<file path="config.mk">
export PLATFORM = sky130hd
export DESIGN_NAME = memory_arbiter_flat
export DESIGN_NICKNAME = d
export VERILOG_FILES = /design/src/rtl/memory_arbiter_if.sv /design/src/rtl/memory_arbiter.sv /design/src/flat_wrapper.sv
export SDC_FILE = /design/constraint.sdc
export NUM_CORES = 1
export LEC_CHECK = 0
export BUFFER_PORTS_ARGS = -buffer_cell sky130_fd_sc_hd__buf_4
export CELL_PAD_IN_SITES_DETAIL_PLACEMENT = 1
export CELL_PAD_IN_SITES_GLOBAL_PLACEMENT = 2
export CORE_MARGIN = 2
export CORE_UTILIZATION = 31
export DETAILED_ROUTE_END_ITERATION = 16
export PLACE_DENSITY = 0.93
export SLEW_MARGIN = 25
export SYNTH_ARGS = -nofsm -noshare
export SYNTH_HDL_FRONTEND = slang
export SYNTH_SLANG_ARGS = --single-unit
</file>
<file path="constraint.sdc">
create_clock -name clk -period 5.45 [get_ports clk]
set_input_delay 0.2725 -clock clk [delete_from_list [all_inputs] [get_ports clk]]
set_output_delay 0.2725 -clock clk [all_outputs]
set_load 0.01 [all_outputs]
</file>
<file path="src/rtl/memory_arbiter_if.sv">
// ---------------------------------------------------------------------------
// memory_arbiter_if
//
// Bundles every handshake and bus signal around memory_arbiter: the two
// master request/done channels and the single-port RAM connection.
//
//   master side (per port n = 0/1):
//     request<n>, write<n>, address<n>, write_data<n>  -> arbiter
//     done<n>, read_data<n>                            <- arbiter
//   RAM side:
//     ram_address, ram_data_out,
//     ram_read_enabled, ram_write_enabled              <- arbiter
//     ram_data_in (registered RAM read data)           -> arbiter
//
// Modports:
//   slave  - the arbiter's view (it serves the masters and drives the RAM)
//   master - the environment's view (masters plus the RAM model)
// ---------------------------------------------------------------------------
interface memory_arbiter_if #(
    parameter int ADDRESS_WIDTH = 16,
    parameter int DATA_WIDTH    = 32
);
    logic                     request0;
    logic                     request1;
    logic                     write0;
    logic                     write1;
    logic [ADDRESS_WIDTH-1:0] address0;
    logic [ADDRESS_WIDTH-1:0] address1;
    logic [DATA_WIDTH-1:0]    write_data0;
    logic [DATA_WIDTH-1:0]    write_data1;
    logic                     done0;
    logic                     done1;
    logic [DATA_WIDTH-1:0]    read_data0;
    logic [DATA_WIDTH-1:0]    read_data1;

    logic [ADDRESS_WIDTH-1:0] ram_address;
    logic [DATA_WIDTH-1:0]    ram_data_out;
    logic [DATA_WIDTH-1:0]    ram_data_in;
    logic                     ram_read_enabled;
    logic                     ram_write_enabled;

    modport slave (
        input  request0, request1, write0, write1,
        input  address0, address1, write_data0, write_data1,
        output done0, done1, read_data0, read_data1,
        output ram_address, ram_data_out, ram_read_enabled, ram_write_enabled,
        input  ram_data_in
    );

    modport master (
        output request0, request1, write0, write1,
        output address0, address1, write_data0, write_data1,
        input  done0, done1, read_data0, read_data1,
        input  ram_address, ram_data_out, ram_read_enabled, ram_write_enabled,
        output ram_data_in
    );
endinterface

</file>
<file path="src/rtl/memory_arbiter.sv">
// ---------------------------------------------------------------------------
// memory_arbiter
//
// Two-master arbiter in front of a single-port RAM with registered read
// data. Each access walks IDLE -> ACCESS -> WAIT -> DONE, so one access is
// completed every four cycles. The granted master gets a one-cycle done
// pulse; reads also update that master's read_data, which then holds until
// the same port's next read completes.
//
// Ports:
//   clk  - single clock, rising edge
//   rst  - asynchronous, active-high reset
//   bus  - memory_arbiter_if.slave: master request/done channels and the
//          RAM address/data/enable signals
//
// Configuration macro:
//   MEMORY_ARBITER_ROUND_ROBIN_EN
//     defined     - on a tie, grant the port that was not granted last
//     not defined - fixed priority, port 0 wins every tie
// ---------------------------------------------------------------------------
module memory_arbiter #(
    parameter int ADDRESS_WIDTH = 16,
    parameter int DATA_WIDTH    = 32
) (
    input  logic                 clk,
    input  logic                 rst,
    memory_arbiter_if.slave      bus
);

    typedef enum logic [1:0] {
        IDLE   = 2'd0,
        ACCESS = 2'd1,
        WAIT   = 2'd2,
        DONE   = 2'd3
    } state_t;

    state_t state_reg;
    logic   port_reg;     // granted port of the access in flight
    logic   write_reg;    // latched operation of the access in flight

`ifdef MEMORY_ARBITER_ROUND_ROBIN_EN
    logic   last_grant_reg;
`endif

    // Port selection for the current IDLE cycle and the matching request
    // fields. A lone requester always wins; only a tie consults the policy.
    logic                     grant_port;
    logic                     sel_write;
    logic [ADDRESS_WIDTH-1:0] sel_address;
    logic [DATA_WIDTH-1:0]    sel_write_data;

    always_comb begin
        grant_port = 1'b0;
        if (bus.request0 && bus.request1) begin
`ifdef MEMORY_ARBITER_ROUND_ROBIN_EN
            grant_port = ~last_grant_reg;
`else
            grant_port = 1'b0;
`endif
        end else if (bus.request1) begin
            grant_port = 1'b1;
        end

        sel_write      = grant_port ? bus.write1      : bus.write0;
        sel_address    = grant_port ? bus.address1    : bus.address0;
        sel_write_data = grant_port ? bus.write_data1 : bus.write_data0;
    end

    always_ff @(posedge clk or posedge rst) begin
        if (rst) begin
            state_reg             <= IDLE;
            port_reg              <= 1'b0;
            write_reg             <= 1'b0;
            bus.done0             <= 1'b0;
            bus.done1             <= 1'b0;
            bus.read_data0        <= '0;
            bus.read_data1        <= '0;
            bus.ram_address       <= '0;
            bus.ram_data_out      <= '0;
            bus.ram_read_enabled  <= 1'b0;
            bus.ram_write_enabled <= 1'b0;
`ifdef MEMORY_ARBITER_ROUND_ROBIN_EN
            last_grant_reg        <= 1'b1;
`endif
        end else begin
            // done is a single-cycle pulse: cleared unless set below
            bus.done0 <= 1'b0;
            bus.done1 <= 1'b0;

            case (state_reg)
                IDLE: begin
                    if (bus.request0 || bus.request1) begin
                        port_reg  <= grant_port;
                        write_reg <= sel_write;
                        // Address/data stay latched after ACCESS; only the
                        // enables, raised for exactly the ACCESS cycle,
                        // qualify the RAM operation.
                        bus.ram_address       <= sel_address;
                        bus.ram_data_out      <= sel_write_data;
                        bus.ram_read_enabled  <= ~sel_write;
                        bus.ram_write_enabled <= sel_write;
`ifdef MEMORY_ARBITER_ROUND_ROBIN_EN
                        last_grant_reg        <= grant_port;
`endif
                        state_reg <= ACCESS;
                    end
                end

                ACCESS: begin
                    // RAM samples the enables at the end of this cycle
                    bus.ram_read_enabled  <= 1'b0;
                    bus.ram_write_enabled <= 1'b0;
                    state_reg             <= WAIT;
                end

                WAIT: begin
                    // ram_data_in is valid now; registering it here makes
                    // read_data and done appear together in DONE.
                    if (port_reg) begin
                        bus.done1 <= 1'b1;
                        if (!write_reg) begin
                            bus.read_data1 <= bus.ram_data_in;
                        end
                    end else begin
                        bus.done0 <= 1'b1;
                        if (!write_reg) begin
                            bus.read_data0 <= bus.ram_data_in;
                        end
                    end
                    state_reg <= DONE;
                end

                DONE: begin
                    // Masters drop request during the following cycle, so
                    // IDLE only sees requests that are genuinely new.
                    state_reg <= IDLE;
                end

                default: begin
                    state_reg <= IDLE;
                end
            endcase
        end
    end

endmodule

</file>
<file path="src/flat_wrapper.sv">
// flat-port wrapper written by rule: the top's interface ports become plain ports
module memory_arbiter_flat 
#(
    parameter int ADDRESS_WIDTH = 16,
    parameter int DATA_WIDTH    = 32
)
  (clk, rst, bus_request0, bus_request1, bus_write0, bus_write1, bus_address0, bus_address1, bus_write_data0, bus_write_data1, bus_done0, bus_done1, bus_read_data0, bus_read_data1, bus_ram_address, bus_ram_data_out, bus_ram_read_enabled, bus_ram_write_enabled, bus_ram_data_in);
  memory_arbiter_if #(.ADDRESS_WIDTH(ADDRESS_WIDTH), .DATA_WIDTH(DATA_WIDTH)) bus_i ();
  input  logic clk;
  input  logic rst;
  input wire logic [$bits(bus_i.request0)-1:0] bus_request0;
  input wire logic [$bits(bus_i.request1)-1:0] bus_request1;
  input wire logic [$bits(bus_i.write0)-1:0] bus_write0;
  input wire logic [$bits(bus_i.write1)-1:0] bus_write1;
  input wire logic [$bits(bus_i.address0)-1:0] bus_address0;
  input wire logic [$bits(bus_i.address1)-1:0] bus_address1;
  input wire logic [$bits(bus_i.write_data0)-1:0] bus_write_data0;
  input wire logic [$bits(bus_i.write_data1)-1:0] bus_write_data1;
  output wire logic [$bits(bus_i.done0)-1:0] bus_done0;
  output wire logic [$bits(bus_i.done1)-1:0] bus_done1;
  output wire logic [$bits(bus_i.read_data0)-1:0] bus_read_data0;
  output wire logic [$bits(bus_i.read_data1)-1:0] bus_read_data1;
  output wire logic [$bits(bus_i.ram_address)-1:0] bus_ram_address;
  output wire logic [$bits(bus_i.ram_data_out)-1:0] bus_ram_data_out;
  output wire logic [$bits(bus_i.ram_read_enabled)-1:0] bus_ram_read_enabled;
  output wire logic [$bits(bus_i.ram_write_enabled)-1:0] bus_ram_write_enabled;
  input wire logic [$bits(bus_i.ram_data_in)-1:0] bus_ram_data_in;
  assign bus_i.request0 = bus_request0;
  assign bus_i.request1 = bus_request1;
  assign bus_i.write0 = bus_write0;
  assign bus_i.write1 = bus_write1;
  assign bus_i.address0 = bus_address0;
  assign bus_i.address1 = bus_address1;
  assign bus_i.write_data0 = bus_write_data0;
  assign bus_i.write_data1 = bus_write_data1;
  assign bus_done0 = bus_i.done0;
  assign bus_done1 = bus_i.done1;
  assign bus_read_data0 = bus_i.read_data0;
  assign bus_read_data1 = bus_i.read_data1;
  assign bus_ram_address = bus_i.ram_address;
  assign bus_ram_data_out = bus_i.ram_data_out;
  assign bus_ram_read_enabled = bus_i.ram_read_enabled;
  assign bus_ram_write_enabled = bus_i.ram_write_enabled;
  assign bus_i.ram_data_in = bus_ram_data_in;
  memory_arbiter #(.ADDRESS_WIDTH(ADDRESS_WIDTH), .DATA_WIDTH(DATA_WIDTH)) u_core (.clk(clk), .rst(rst), .bus(bus_i));
endmodule
</file>
======== After elaboration in Yosys (flattened, before gate mapping) ========
Index checks and enable logic that the tools add are counted.
operators by class
  eq/ne operators ......................... 4
  mux-type cells .......................... 15
  bitwise operators ....................... 3
  reduce and logical (&&, ||, !) cells .... 8
operator list
  kind                  count
  $mux W32              1
  $mux W16              1
  $mux W1               9
  $pmux W2 S4           1
  $reduce_and A3 Y1     2
  $eq A2 B2 Y1 const B  2
  $pmux W1 S2           2
  $reduce_and A2 Y1     2
  $not A1 Y1            3
  $eq A2 B1 Y1 const B  1
  $logic_not A2 Y1      1
  $mux W2               1
  $ne A2 B1 Y1 const B  1
  $reduce_bool A2 Y1    1
  $logic_and A1 B1 Y1   1
  $logic_or A1 B1 Y1    1
storage, ports and cells
  flip-flop bits (word level) ............. 120
  bits of input ports ..................... 134
  output and inout bits ................... 116
  logic and storage cells ................. 41

======== Longest topological paths before layout ========
  depth in word-level cells ............... 6
  gate-level depth with buffers ........... 7
  depth with buffers taken out ............ 5

======== Worst setup path before layout ========
Ideal clock, no wire load.
  path kind ............................... register to register
  from .................................... register u_core.state_reg[0]
  to ...................................... register u_core.bus.read_data0[4]
  library setup time ...................... 0.125 ns
  arrival time ............................ 1.498 ns
  required time ........................... 5.325 ns
  setup slack ............................. 3.827 ns
  cell stages (with the launch flop) ...... 8
  path buffers ............................ 2
  period minus slack after synthesis ...... 1.623 ns
  cell sequence ........................... dfrtp_1 -> inv_1 -> ha_1 -> nor2b_2 -> nor2b_4 -> buf_6 -> buf_6 -> mux2_2
between the ends
  longest elaborated chain between the ends .. 2
ends and longest elaborated chain
  element                             RTL line                 source
  start: declaration                  memory_arbiter.sv:37     state_t state_reg;
  start signal: assignment            memory_arbiter.sv:71     state_reg <= IDLE;
  start signal: assignment            memory_arbiter.sv:105    state_reg <= ACCESS;
  start signal: assignment            memory_arbiter.sv:113    state_reg <= WAIT;
  $eq A2 B2 Y1                        memory_arbiter.sv:90     case (state_reg)
  $reduce_and A3 Y1 (no source line)  --
  end signal: assignment              memory_arbiter.sv:127    bus.read_data0 <= bus.ram_data_in;
  end: declaration                    memory_arbiter_if.sv:45  output done0, done1, read_data0, read_data1,
Every way passes these cells.
A chain may end at the register's enable or synchronous reset.

======== Worst setup path in the final report ========
  from .................................... register u_core.state_reg[0]
  to ...................................... register u_core.bus.read_data0[15]
Same word-level chain as after synthesis.

==> out/metrics.yaml <==
logic_synthesis:
  synth-adder-area-share_pct: 1.20
  yosys-top-cells-area: "dfrtp_1, mux2_4, mux2i_1"
  synth_common_cells: "dfrtp_1, nand2_1, mux2i_1"
  synth_top_family_by_area: "multiplexers"
  netlist_area_sq_mm: 0.00521
  synth_simple_gate_area_share_pct: 4.71
  yosysSeqAreaShare_pct: 57.6
  synth_flop_cell: "dfrtp_1"
  synth_compound_area_share_pct: 5.79
  synthXorXnorAreaFrac_pct: 0
  synthesis.nets: 520
  yosysWarningCount: 0
  ys_seq_elements: 120
  synth_area_leader_cell: "dfrtp_1"
  synth_top_area_share_pct: 57.6
  yosysMostFrequentCell: "dfrtp_1"
  synth_edf_count: 0
  synthArstFlopShare_pct: 100
  synth_cells: 381
  syn_avg_cell_area_sq_um: 13.7
  ys_types: 25
  synthMuxAreaShare_pct: 26.3
final_layout:
  drive_gt1_share_pct: 55.7
  area_growth_pct: 49.4
  reg_top3: "u_core.bus.ram_data_out x32, u_core.bus.read_data0 x32, u_core.bus.read_data1 x32"
  diodes: 0
  final_nets: 769
placed_design:
  gp_congestion: 0.723
  io_buffers: 249
  pre_cts_slack_ps: 3080
  dp_hpwl_um: 11100
status:
  outcome: "finished, final reports clean"
sta:
  setup_viol: 0
  min_period_ps: 2040
  finalHoldViolCount: 0
  setup_ws_ps: 3410
  fin_setup_tns_ps: 0
  min_period_over_period_pct: 37.4
  drv_slew: 0
  rsz0062_at_grt: "false"
  max_freq_ghz: 0.490
  slew_headroom_pct: 40.6
  finalClockSkew_ps: 7.34
  worst_slew_pin_slew_ps: 892
power_and_ir_drop:
  intPower_mw: 3.03
  seq_power_share_pct: 35.2
  ir_drop_mv: 0.243
  pwr-share-comb_pct: 42.6
  p_per_area_mw_per_mm2: 590
  p_sw_share_pct: 34.0
  p_clk_share_pct: 22.2
  power.switching_mw: 1.56
  p_leak_nw: 4.09
clocking:
  cts_tree: "done"
  clockBufferDepth: 2
  cts.sinks: 120
  postCtsSetupBuffers: 0
  cts_resized: 0
  cts_root_buffer: "clkbuf_16"
  cts_max_level: 4
  worstSkewPairLatency_ps: 410
  clk_pin_slew_ps: 60
  cts_buffers: 17
setup_path:
  cp-end-kind: "register"
  cpPeakStageDelay_ps: 390
  path_delay_family: "simple AND/OR/NAND/NOR gates"
  critPathRequiredTime_ps: 5740
  cp_slowest_cell: "dfrtp_1"
  crit_fanout: 23
  worst-path-buf-inv: 2
  critPathKind: "reg -> reg"
  crit_arrival_ps: 2330
  path_cells: "inv_1, ha_1, nor2b_2, nor2b_4, buf_12, mux2_2"
  startpoint_type: "register"
global_route:
  antenna_found_initial: 0
  grt_pass1_vias: 4205
  grt_pass1_wl_um: 22600
  grt_max_degree: 72
  grt-ovfl-total: 0
  grt_util_all_layers_pct: 16.4
routing:
  totalWireLength_um: 14700
  post_drt_via_cell_ratio: 4.57
  drt_iter0_drc: 88
  num_vias: 3940
  drc: 0
  post_drt_wl_per_cell_um: 17.1
  antenna_left: 0
  drtPass1Iterations: 6
floorplan:
  pin_count: 250
  die_h_um: 134
  num_rows: 47
  die-area_sq_mm: 0.0179
  core_sq_mm: 0.0165
  die_width_um: 134
  start_util_pct: 31.5
worst_hold_path:
  hold_path_class: "in -> reg"
run:
  max_cap_violations: 0
-- layer usage --
| layer | routed length, um | global-route usage [%] |
|---|---|---|
| met2 | 7690 | 29.6 |
| met5 | 0 | 0 |
| met1 | 5760 | 18.2 |
| met4 | 263 | 5.85 |
| met3 | 1020 | 5.33 |
-- cell families after synthesis --
kind of cell,Yosys count
fa+ha+maj,5
flops,120
compound gates,57
buf+inv,27
mux,114
simple gates,58
-- repair_timing --
item                                   CTS  global route
endpoints found under the hold margin   49             0
hold buffers                             1             0
setup endpoints to repair                0             0
-- final timing paths --
path	from	endpoint	slack (ps)	depth (start not counted)
worst max-delay path	u_core.state_reg[0]$_DFFE_PP0P_	u_core.bus.read_data0[15]$_DFFE_PP0P_	3410	6
worst min-delay path	bus_request0	u_core.port_reg$_DFFE_PP0P_	80	2
worst max register to register	u_core.state_reg[0]$_DFFE_PP0P_	u_core.bus.read_data0[15]$_DFFE_PP0P_	3410	6
worst min register to register	u_core.bus.ram_data_out[14]$_DFFE_PP0P_	u_core.bus.ram_data_out[14]$_DFFE_PP0P_	480	2
max in group asynchronous	rst	u_core.bus.read_data0[13]$_DFFE_PP0P_	3590	4
min in group asynchronous	rst	u_core.bus.ram_address[0]$_DFFE_PP0P_	510	3
-- power by group through the flow --
stage / logic, mW / clock network (mW) / registers (mW)
floorplan: 0.827 / 0 / 1.78
detailed placement: 1.96 / 0 / 1.63
finish: 1.96 / 1.02 / 1.62
CTS: 1.97 / 1.05 / 1.63
global placement: 1.88 / 0 / 1.59
global route: 2.12 / 1.09 / 1.68
-- worst register-to-register path, delay by kind of cell (launching register included) --
family        cells  cell delay (ps)
fa+ha+maj         1              190
flops             1              390
simple gates      2              540
mux               1              370
buf+inv           2              420
-- layout make-up --
| class | instances | area [sq um] |
|---|---|---|
| inverter | 3 | 13.8 |
| clock inverter | 15 | 121 |
| sequential | 120 | 3000 |
| timing repair buffer | 254 | 1940 |
| tap | 220 | 275 |
| fill | 1754 | 8740 |
| multi-input combinational | 234 | 2000 |
| clock buffer | 17 | 425 |
-- metrics by stage --
step	hold WS (ps)	area (sq um)	cells	utilization, %	power (mW)
floorplan	362	5210	381	-	2.60
global placement	390	7180	828	43.4	3.47
detailed placement	418	7180	828	43.5	3.59
CTS	69.2	7740	861	46.8	4.64
global route	74.4	7780	863	47.1	4.89
finish	81.1	7780	863	47.1	4.59
-- cell usage in the layout, fill, tap and decap left out, drive strengths merged --
| cell | Yosys | final |
|---|---|---|
| nor3b | 1 | 1 |
| o21ai | 52 | 52 |
| clkinvlp | 0 | 3 |
| nand2 | 49 | 49 |
| dlygate4sd3 | 0 | 1 |
| inv | 3 | 8 |
| buf | 15 | 253 |
| nor2b | 2 | 2 |
| nor2 | 2 | 2 |
| mux2 | 65 | 65 |
| clkbuf | 9 | 17 |
| ha | 5 | 5 |
| and2 | 1 | 1 |
| nor3 | 1 | 1 |
| clkinv | 0 | 7 |
| a21bo | 1 | 1 |
| a21oi | 3 | 3 |
| dfrtp | 120 | 120 |
| nand2b | 2 | 2 |
| mux2i | 49 | 49 |
| o31ai | 1 | 1 |
(Power assumes the default switching activity.)
